<file path="config.mk">
export PLATFORM = sky130hd
export DESIGN_NAME = fetch_stage_flat
export DESIGN_NICKNAME = d
export VERILOG_FILES = /design/src/rtl/fetch_stage_pkg.sv /design/src/rtl/fetch_stage_if.sv /design/src/rtl/fetch_stage_pc_check.sv /design/src/rtl/fetch_stage.sv /design/src/flat_wrapper.sv
export SDC_FILE = /design/constraint.sdc
export NUM_CORES = 1
export LEC_CHECK = 0
export ABC_CLOCK_PERIOD_IN_PS = 2140
export CORE_UTILIZATION = 58
export DETAILED_ROUTE_END_ITERATION = 10
export DONT_BUFFER_PORTS = 1
export PLACE_DENSITY = 0.76
export SYNTH_ARGS = -nofsm -noshare
export SYNTH_HDL_FRONTEND = slang
export SYNTH_SLANG_ARGS = --single-unit
</file>
<file path="constraint.sdc">
create_clock -name clk -period 2.14 [get_ports clk]
set_input_delay 0.214 -clock clk [delete_from_list [all_inputs] [get_ports clk]]
set_output_delay 0.214 -clock clk [all_outputs]
set_load 0.03 [all_outputs]
</file>
<file path="src/rtl/fetch_stage_pkg.sv">
// Shared constants and types for the fetch stage: reset/handler addresses,
// legal instruction-memory window, exception codes, FSM states and the
// IF/ID register layout.
package fetch_stage_pkg;

    localparam logic [31:0] PC_RESET   = 32'h0000_3000;
    localparam logic [31:0] HANDLER_PC = 32'h0000_4180;
    localparam logic [31:0] IM_LO      = 32'h0000_3000;
    localparam logic [31:0] IM_HI      = 32'h0000_6FFC;

    localparam logic [4:0] EXC_NONE = 5'd0;
    localparam logic [4:0] EXC_ADEL = 5'd4;

    typedef enum logic [1:0] {
        FETCH   = 2'd0,
        HOLD    = 2'd1,
        DISCARD = 2'd2
    } fetch_state_e;

    typedef struct packed {
        logic [31:0] pc;
        logic [31:0] instr;
        logic [4:0]  exc;
        logic        bd;
    } ifid_t;

endpackage

</file>
<file path="src/rtl/fetch_stage_if.sv">
// Request/acknowledge instruction-memory bus between the fetch stage
// (master) and the instruction memory (slave).
interface fetch_stage_if;

    logic        im_req;
    logic [31:0] im_addr;
    logic        im_ack;
    logic [31:0] im_rdata;

    modport master (output im_req, output im_addr, input im_ack, input im_rdata);
    modport slave  (input im_req, input im_addr, output im_ack, output im_rdata);

endinterface

</file>
<file path="src/rtl/fetch_stage_pc_check.sv">
// Combinational fetch-address legality test: word aligned and inside the
// instruction-memory window (unsigned compares).
module fetch_stage_pc_check
    import fetch_stage_pkg::*;
(
    input  logic [31:0] pc_i,
    output logic        legal_o
);

    assign legal_o = (pc_i[1:0] == 2'b00) && (pc_i >= IM_LO) && (pc_i <= IM_HI);

endmodule

</file>
<file path="src/rtl/fetch_stage.sv">
// Fetch (F) stage: PC register, instruction-memory request/ack handshake
// and the IF/ID pipeline register feeding decode.
// Optional build macro FETCH_PERF_CNT_EN adds fetch/stall performance counters.
module fetch_stage
    import fetch_stage_pkg::*;
(
    input  logic                 clk,
    input  logic                 reset,
    input  logic                 stall_D,
    input  logic [1:0]           PCsrc_D,
    input  logic [31:0]          npc_D,
    input  logic                 branch_D,
    input  logic                 eret_flush_D,
    input  logic [31:0]          epc,
    input  logic                 exc_req,
    fetch_stage_if.master        im_bus,
    output logic [31:0]          PC_D,
    output logic [31:0]          instr_D,
    output logic [4:0]           ExcCode_D,
    output logic                 BD_D
`ifdef FETCH_PERF_CNT_EN
    ,
    output logic [31:0]          perf_fetch_cnt,
    output logic [31:0]          perf_stall_cnt
`endif
);

    fetch_state_e state_q, state_d;
    logic [31:0]  pc_q, pc_d;
    ifid_t        ifid_q, ifid_d;
    logic         redirectPend_q, redirectPend_d;
    logic [31:0]  redirectTgt_q, redirectTgt_d;
    logic         bdPend_q, bdPend_d;
    logic [31:0]  holdInstr_q, holdInstr_d;
    logic [31:0]  discardAddr_q, discardAddr_d;

    logic        legal;
    logic        imReq;
    logic        ackSeen;
    logic        redirect;
    logic [31:0] redirectPc;
    logic        takeNpc;
    logic        advance;
    logic [31:0] seqPc;

    fetch_stage_pc_check u_pc_check (
        .pc_i    (pc_q),
        .legal_o (legal)
    );

    assign imReq           = ((state_q == FETCH) && legal) || (state_q == DISCARD);
    assign im_bus.im_req   = imReq;
    assign im_bus.im_addr  = (state_q == DISCARD) ? discardAddr_q : pc_q;
    assign ackSeen         = im_bus.im_ack && imReq;

    assign redirect   = exc_req || eret_flush_D;
    assign redirectPc = exc_req ? HANDLER_PC : epc;
    assign takeNpc    = (PCsrc_D != 2'b00) && !stall_D;
    assign advance    = !redirect && !stall_D &&
                        (((state_q == FETCH) && (!legal || ackSeen)) || (state_q == HOLD));
    assign seqPc      = takeNpc ? npc_D : (redirectPend_q ? redirectTgt_q : pc_q + 32'd4);

    assign PC_D      = ifid_q.pc;
    assign instr_D   = ifid_q.instr;
    assign ExcCode_D = ifid_q.exc;
    assign BD_D      = ifid_q.bd;

    // FSM state register
    always_ff @(posedge clk or negedge reset) begin
        if (!reset) state_q <= FETCH;
        else        state_q <= state_d;
    end

    // FSM next state: a redirect parks in DISCARD only if a request is still unanswered
    always_comb begin
        state_d = state_q;
        if (redirect) begin
            state_d = (imReq && !ackSeen) ? DISCARD : FETCH;
        end else begin
            case (state_q)
                FETCH:   if (legal && ackSeen && stall_D) state_d = HOLD;
                HOLD:    if (!stall_D) state_d = FETCH;
                DISCARD: if (ackSeen) state_d = FETCH;
                default: state_d = FETCH;
            endcase
        end
    end

    // FSM outputs: next PC, IF/ID contents, pending redirect and hold buffer
    always_comb begin
        pc_d           = pc_q;
        ifid_d         = ifid_q;
        redirectPend_d = redirectPend_q;
        redirectTgt_d  = redirectTgt_q;
        bdPend_d       = bdPend_q;
        holdInstr_d    = holdInstr_q;
        discardAddr_d  = discardAddr_q;
        if (redirect) begin
            pc_d           = redirectPc;
            ifid_d         = '{pc: pc_q, instr: 32'd0, exc: EXC_NONE, bd: 1'b0};
            redirectPend_d = 1'b0;
            bdPend_d       = 1'b0;
            holdInstr_d    = 32'd0;
            if (state_q != DISCARD) discardAddr_d = pc_q;
        end else if (advance) begin
            pc_d           = seqPc;
            redirectPend_d = 1'b0;
            bdPend_d       = 1'b0;
            ifid_d.pc      = pc_q;
            ifid_d.bd      = branch_D || bdPend_q;
            if (state_q == HOLD) begin
                ifid_d.instr = holdInstr_q;
                ifid_d.exc   = EXC_NONE;
            end else if (!legal) begin
                ifid_d.instr = 32'd0;
                ifid_d.exc   = EXC_ADEL;
            end else begin
                ifid_d.instr = im_bus.im_rdata;
                ifid_d.exc   = EXC_NONE;
            end
        end else begin
            // A branch that leaves D before its delay slot arrives is remembered
            // so the slot still gets BD_D and the target is not lost.
            if (takeNpc) begin
                redirectPend_d = 1'b1;
                redirectTgt_d  = npc_D;
            end
            if (branch_D && !stall_D) bdPend_d = 1'b1;
            if ((state_q == FETCH) && ackSeen && stall_D) holdInstr_d = im_bus.im_rdata;
            if (!stall_D) ifid_d = '{pc: pc_q, instr: 32'd0, exc: EXC_NONE, bd: 1'b0};
        end
    end

    // Datapath registers: PC, IF/ID, pending redirect and hold buffer
    always_ff @(posedge clk or negedge reset) begin
        if (!reset) begin
            pc_q           <= PC_RESET;
            ifid_q         <= '{pc: PC_RESET, instr: 32'd0, exc: EXC_NONE, bd: 1'b0};
            redirectPend_q <= 1'b0;
            redirectTgt_q  <= 32'd0;
            bdPend_q       <= 1'b0;
            holdInstr_q    <= 32'd0;
            discardAddr_q  <= PC_RESET;
        end else begin
            pc_q           <= pc_d;
            ifid_q         <= ifid_d;
            redirectPend_q <= redirectPend_d;
            redirectTgt_q  <= redirectTgt_d;
            bdPend_q       <= bdPend_d;
            holdInstr_q    <= holdInstr_d;
            discardAddr_q  <= discardAddr_d;
        end
    end

`ifdef FETCH_PERF_CNT_EN
    logic [31:0] perfFetch_q;
    logic [31:0] perfStall_q;

    // Count real instruction deliveries and cycles where IF/ID holds or bubbles
    always_ff @(posedge clk or negedge reset) begin
        if (!reset) begin
            perfFetch_q <= 32'd0;
            perfStall_q <= 32'd0;
        end else begin
            if (advance && ((state_q == HOLD) || legal)) perfFetch_q <= perfFetch_q + 32'd1;
            if (!redirect && !advance) perfStall_q <= perfStall_q + 32'd1;
        end
    end

    assign perf_fetch_cnt = perfFetch_q;
    assign perf_stall_cnt = perfStall_q;
`endif

endmodule

</file>
<file path="src/flat_wrapper.sv">
// flat-port wrapper written by rule: the top's interface ports become plain ports
module fetch_stage_flat import fetch_stage_pkg::*;
  (clk, reset, stall_D, PCsrc_D, npc_D, branch_D, eret_flush_D, epc, exc_req, PC_D, instr_D, ExcCode_D, BD_D, im_bus_im_req, im_bus_im_addr, im_bus_im_ack, im_bus_im_rdata);
  fetch_stage_if im_bus_i ();
  input  logic clk;
  input  logic reset;
  input  logic stall_D;
  input  logic [1:0] PCsrc_D;
  input  logic [31:0] npc_D;
  input  logic branch_D;
  input  logic eret_flush_D;
  input  logic [31:0] epc;
  input  logic exc_req;
  output logic [31:0] PC_D;
  output logic [31:0] instr_D;
  output logic [4:0] ExcCode_D;
  output logic BD_D;
  output wire logic [$bits(im_bus_i.im_req)-1:0] im_bus_im_req;
  output wire logic [$bits(im_bus_i.im_addr)-1:0] im_bus_im_addr;
  input wire logic [$bits(im_bus_i.im_ack)-1:0] im_bus_im_ack;
  input wire logic [$bits(im_bus_i.im_rdata)-1:0] im_bus_im_rdata;
  assign im_bus_im_req = im_bus_i.im_req;
  assign im_bus_im_addr = im_bus_i.im_addr;
  assign im_bus_i.im_ack = im_bus_im_ack;
  assign im_bus_i.im_rdata = im_bus_im_rdata;
  fetch_stage u_core (.clk(clk), .reset(reset), .stall_D(stall_D), .PCsrc_D(PCsrc_D), .npc_D(npc_D), .branch_D(branch_D), .eret_flush_D(eret_flush_D), .epc(epc), .exc_req(exc_req), .im_bus(im_bus_i), .PC_D(PC_D), .instr_D(instr_D), .ExcCode_D(ExcCode_D), .BD_D(BD_D));
endmodule
</file>
==> run summary <==
* 109% — Final Cycle Share
* -120 ps — setup slack of the worst register-to-register path
* 0 — aggregate global routing overflow
* complete, but fails checks — run status
* 32.4% — remaining max-slew budget at the tightest pin
* 77.6% — Util after Layout
* 1034 — fill count
* 0 — number of nets still failing antenna checks after routing
* 2330 ps — min cycle time layout
* 0.00935 W — final total power
* 59.9% — initial standard-cell utilization of the core
* 932 — first-iteration detailed-routing DRC count
* 17 — Inserted Clock Buffers
* 45.5 mm — wire length of the first global-routing pass
* 133 um — Die X
* 23.9 um — WL/cell
* 8684 — via count of the routed design
* 33.1% — GRT Total Usage
* 16700 sq um — placeable core area
* 14.8 ps — final setup skew
* 10000 sq um — Mapped Area
* 0.621 mV — worst IR drop on VDD
* 2110 ps — Arrival @ worst endpoint
* yes — RSZ-0062 raised after global routing
* 208 — top-level I/O count
* input port to asynchronous set/reset pin — Hold Path Class
* 1010 ps — transition at the pin with the smallest max-transition slack
* 49.6% — register area share after synthesis
* 80 — number of setup violations in the final report
* 47 — Rows
* 1 — number of antenna violations at the first check in global routing
* 198 — number of sinks driven by the clock tree
* 4 — CTS HTree Levels
* 199 — pin count of the biggest net entering global routing
* 18.6 mm — HPWL after detailed placement
* 80 ps — clock edge transition at the registers on the reported setup and hold paths
* 0 — remaining routing DRC violations
* primary output — type of destination of the critical path
* sky130_fd_sc_hd__dfrtp_1 — Primary FF master, synth
* 31.6 mm — sum of routed wire length over all layers
* sky130_fd_sc_hd__clkbuf_16 — root buf cell
* 133 um — Chip Height
* 5 — count of TritonRoute iterations in the first routing pass
* 100% — Async S/R FF share, synth
* 0.951 — GP Congestion
* 2 — peak fanout along the critical path
* 198 — synthesis-stage register bit count
* 0.429 GHz — Max Clk Rate
* 945 — Post-Syn Instances
* 29.6% — area growth from synthesis to layout
* 0 — # Max-Cap Violations
* 8305 — number of global-route vias before repair
* 0 — number of enable-type register cells in the synthesized netlist
* 440 ps — clk_lat worst skew
* -189 ps — final worst-path setup slack
* register to primary output — type of the worst setup path
* 1195 — fin nets
* 1930 ps — Required @ worst endpoint
* 5.73 nW — leakage component of the power
* u_core.pc_q[31] — Critical R2R Launch
* 17800 sq um — total die area
* 0 — final max-slew violation count
* 33.1% — ratio of cells with drive above 1 in the final layout
* 6.57 — post-DR vias/cell
* -546 ps — final hold slack
* 11 — cell depth of the worst flop-to-flop path
* register — Worst Setup Start Kind
* 722 nW/um^2 — total power per unit cell area
* 10.6 sq um — per-instance average area after synthesis
* 68 — distinct cell type count of the synthesized netlist
* 2 — Longest Clk Path Bufs
* u_core.instr_D[29] — Worst R2R End
* 198 — number of hold violations in the final report
* negative hold slack, negative setup slack — violations in the final reports
* yes — TritonCTS clock tree
* 0 — input/output buffers
* 0 — Yosys warning total
==> power breakdown <==
part	internal (W)	switching [W]
sequential	0.00408	0.000378
combinational	0.000809	0.000777
clock	0.00169	0.00161
==> Yosys cell counts (all sizes together) (2+ instances only) <==
cell / n / area share, %
inv: 13 / 0.49
nor4: 8 / 0.71
a21oi: 79 / 4.0
nor2: 51 / 2.0
dfrtp: 192 / 48
a311o: 2 / 0.20
or3: 8 / 0.50
nand2b: 3 / 0.19
a2111oi: 5 / 0.44
mux2: 124 / 15
o22a: 2 / 0.18
o21a: 4 / 0.30
and3: 37 / 2.3
nand2: 87 / 3.3
dfstp: 6 / 1.6
xor2: 6 / 0.53
o221ai: 2 / 0.18
buf: 34 / 2.2
nand3: 19 / 0.95
nand4: 12 / 0.81
a311oi: 6 / 0.53
ha: 2 / 0.25
nor3: 12 / 0.83
o21ai: 74 / 3.7
and4: 2 / 0.18
mux2i: 2 / 0.20
and2: 2 / 0.13
nor4b: 5 / 0.44
a211o: 4 / 0.35
o31ai: 3 / 0.23
a32oi: 2 / 0.18
a211oi: 5 / 0.43
o31a: 2 / 0.18
a31oi: 6 / 0.38
a22o: 35 / 3.1
or4: 3 / 0.26
a221oi: 3 / 0.26
xnor2: 8 / 0.70
clkbuf: 51 / 2.0
o22ai: 2 / 0.13
nor2b: 2 / 0.13
o211ai: 8 / 0.60
==> flip-flops by register name (all words and copies together), names as in the netlist <==
| signal | flops |
|---|---|
| u_core.BD_D | 1 |
| u_core.discardAddr_q | 32 |
| u_core.state_q | 2 |
| u_core.instr_D | 32 |
| u_core.pc_q | 32 |
| u_core.bdPend_q | 1 |
| u_core.redirectPend_q | 1 |
| u_core.PC_D | 32 |
| u_core.ExcCode_D | 1 |
| u_core.holdInstr_q | 32 |
| u_core.redirectTgt_q | 32 |
==> cells in the final DEF (no fill, tap or decap), types with 5 or more instances in the layout <==
cell and instances:
sky130_fd_sc_hd__nand3_1 18, sky130_fd_sc_hd__mux2_4 30, sky130_fd_sc_hd__xor2_1 6, sky130_fd_sc_hd__nor2_1 45, sky130_fd_sc_hd__a31oi_1 6, sky130_fd_sc_hd__and3_1 18, sky130_fd_sc_hd__and3_4 19, sky130_fd_sc_hd__dfstp_2 6
sky130_fd_sc_hd__nand2_1 85, sky130_fd_sc_hd__nand4_1 11, sky130_fd_sc_hd__o21ai_0 38, sky130_fd_sc_hd__xnor2_1 8, sky130_fd_sc_hd__mux2_2 94, sky130_fd_sc_hd__clkbuf_16 23, sky130_fd_sc_hd__o21ai_1 35, sky130_fd_sc_hd__or3_1 8
sky130_fd_sc_hd__nor3_1 9, sky130_fd_sc_hd__a21oi_1 54, sky130_fd_sc_hd__inv_8 7, sky130_fd_sc_hd__buf_12 12, sky130_fd_sc_hd__inv_1 12, sky130_fd_sc_hd__a21oi_2 24, sky130_fd_sc_hd__buf_4 85, sky130_fd_sc_hd__dfrtp_1 188
sky130_fd_sc_hd__nor4_1 5, sky130_fd_sc_hd__o211ai_1 8, sky130_fd_sc_hd__buf_6 11, sky130_fd_sc_hd__dlygate4sd3_1 91, sky130_fd_sc_hd__a22o_1 35
==> worst max path at each step <==
| stage | start | to | slack, ps | cells after the start |
|---|---|---|---|---|
| floorplan | u_core.pc_q[13] | u_core.pc_q[23] | 3 | 7 |
| global placement | u_core.pc_q[28] | u_core.redirectTgt_q[7] | 9 | 7 |
| detailed placement | u_core.pc_q[28] | u_core.pc_q[29] | -80 | 6 |
| CTS | u_core.pc_q[31] | im_bus_im_req | -200 | 8 |
| global route | u_core.pc_q[31] | im_bus_im_req | -290 | 7 |
| finish | u_core.pc_q[31] | im_bus_im_req | -190 | 7 |
==> layer usage <==
layer  track usage (%)  vias to the layer above  wire [um]
met1              45.9                     4299      12400
met5                 0                        -          0
met2              51.1                      581      15100
met3              7.57                       92       3000
met4              11.7                        0       1040
li1                  -                     3712          -
==> cell type report <==
type / count / area [sq um] / area share (%)
Clock inverter: 15 / 176 / 1.36
Antenna cell: 1 / 2.50 / 0.0193
Tap cell: 220 / 275 / 2.13
Inverter: 13 / 52.6 / 0.406
Multi-Input combinational cell: 652 / 4970 / 38.4
Sequential cell: 198 / 4970 / 38.4
Timing Repair Buffer: 206 / 2080 / 16.0
Clock buffer: 17 / 425 / 3.28
==> critical path, stage by stage, from the launching register on <==
cell and delay (ps):
sky130_fd_sc_hd__dfrtp_1 410, sky130_fd_sc_hd__nor4_4 330, sky130_fd_sc_hd__buf_4 160, sky130_fd_sc_hd__o211ai_1 160, sky130_fd_sc_hd__nor3_4 200, sky130_fd_sc_hd__buf_6 120, sky130_fd_sc_hd__o21a_1 150, sky130_fd_sc_hd__buf_12 130
==> cells by family (layout without fill, tap and decap cells) <==
logic type | Yosys count | after routing | share of synthesized area, %
compound gates | 253 | 253 | 16.1
xor+xnor | 14 | 14 | 1.23
fa+ha+maj | 2 | 2 | 0.250
buf+inv | 98 | 251 | 4.61
flops | 198 | 198 | 49.6
mux | 126 | 126 | 15.3
other cells | 1 | 5 | 0.0375
simple gates | 253 | 253 | 12.9
==> stage by stage <==
stage,worst slack (ps),cell area (sq um),TNS [ps],hold WS (ps),cells
floorplan,2.58,10000,0,-81.6,948
global placement,8.83,10700,0,-77.3,1178
detailed placement,-75.6,10700,-598,-77.1,1178
CTS,-204,12300,-225,-551,1304
global route,-289,13000,-14390,-554,1322
finish,-189,13000,-4840,-546,1322
==> repair_timing <==
action	4_1_cts	5_1_grt
pin swaps	8	39
setup buffers	4	9
endpoints found under the hold margin	290	199
setup endpoints to repair	66	127
hold buffers	90	1
gates resized for setup	11	123
cloned	0	8
Power figures use the tool's default switching activity.
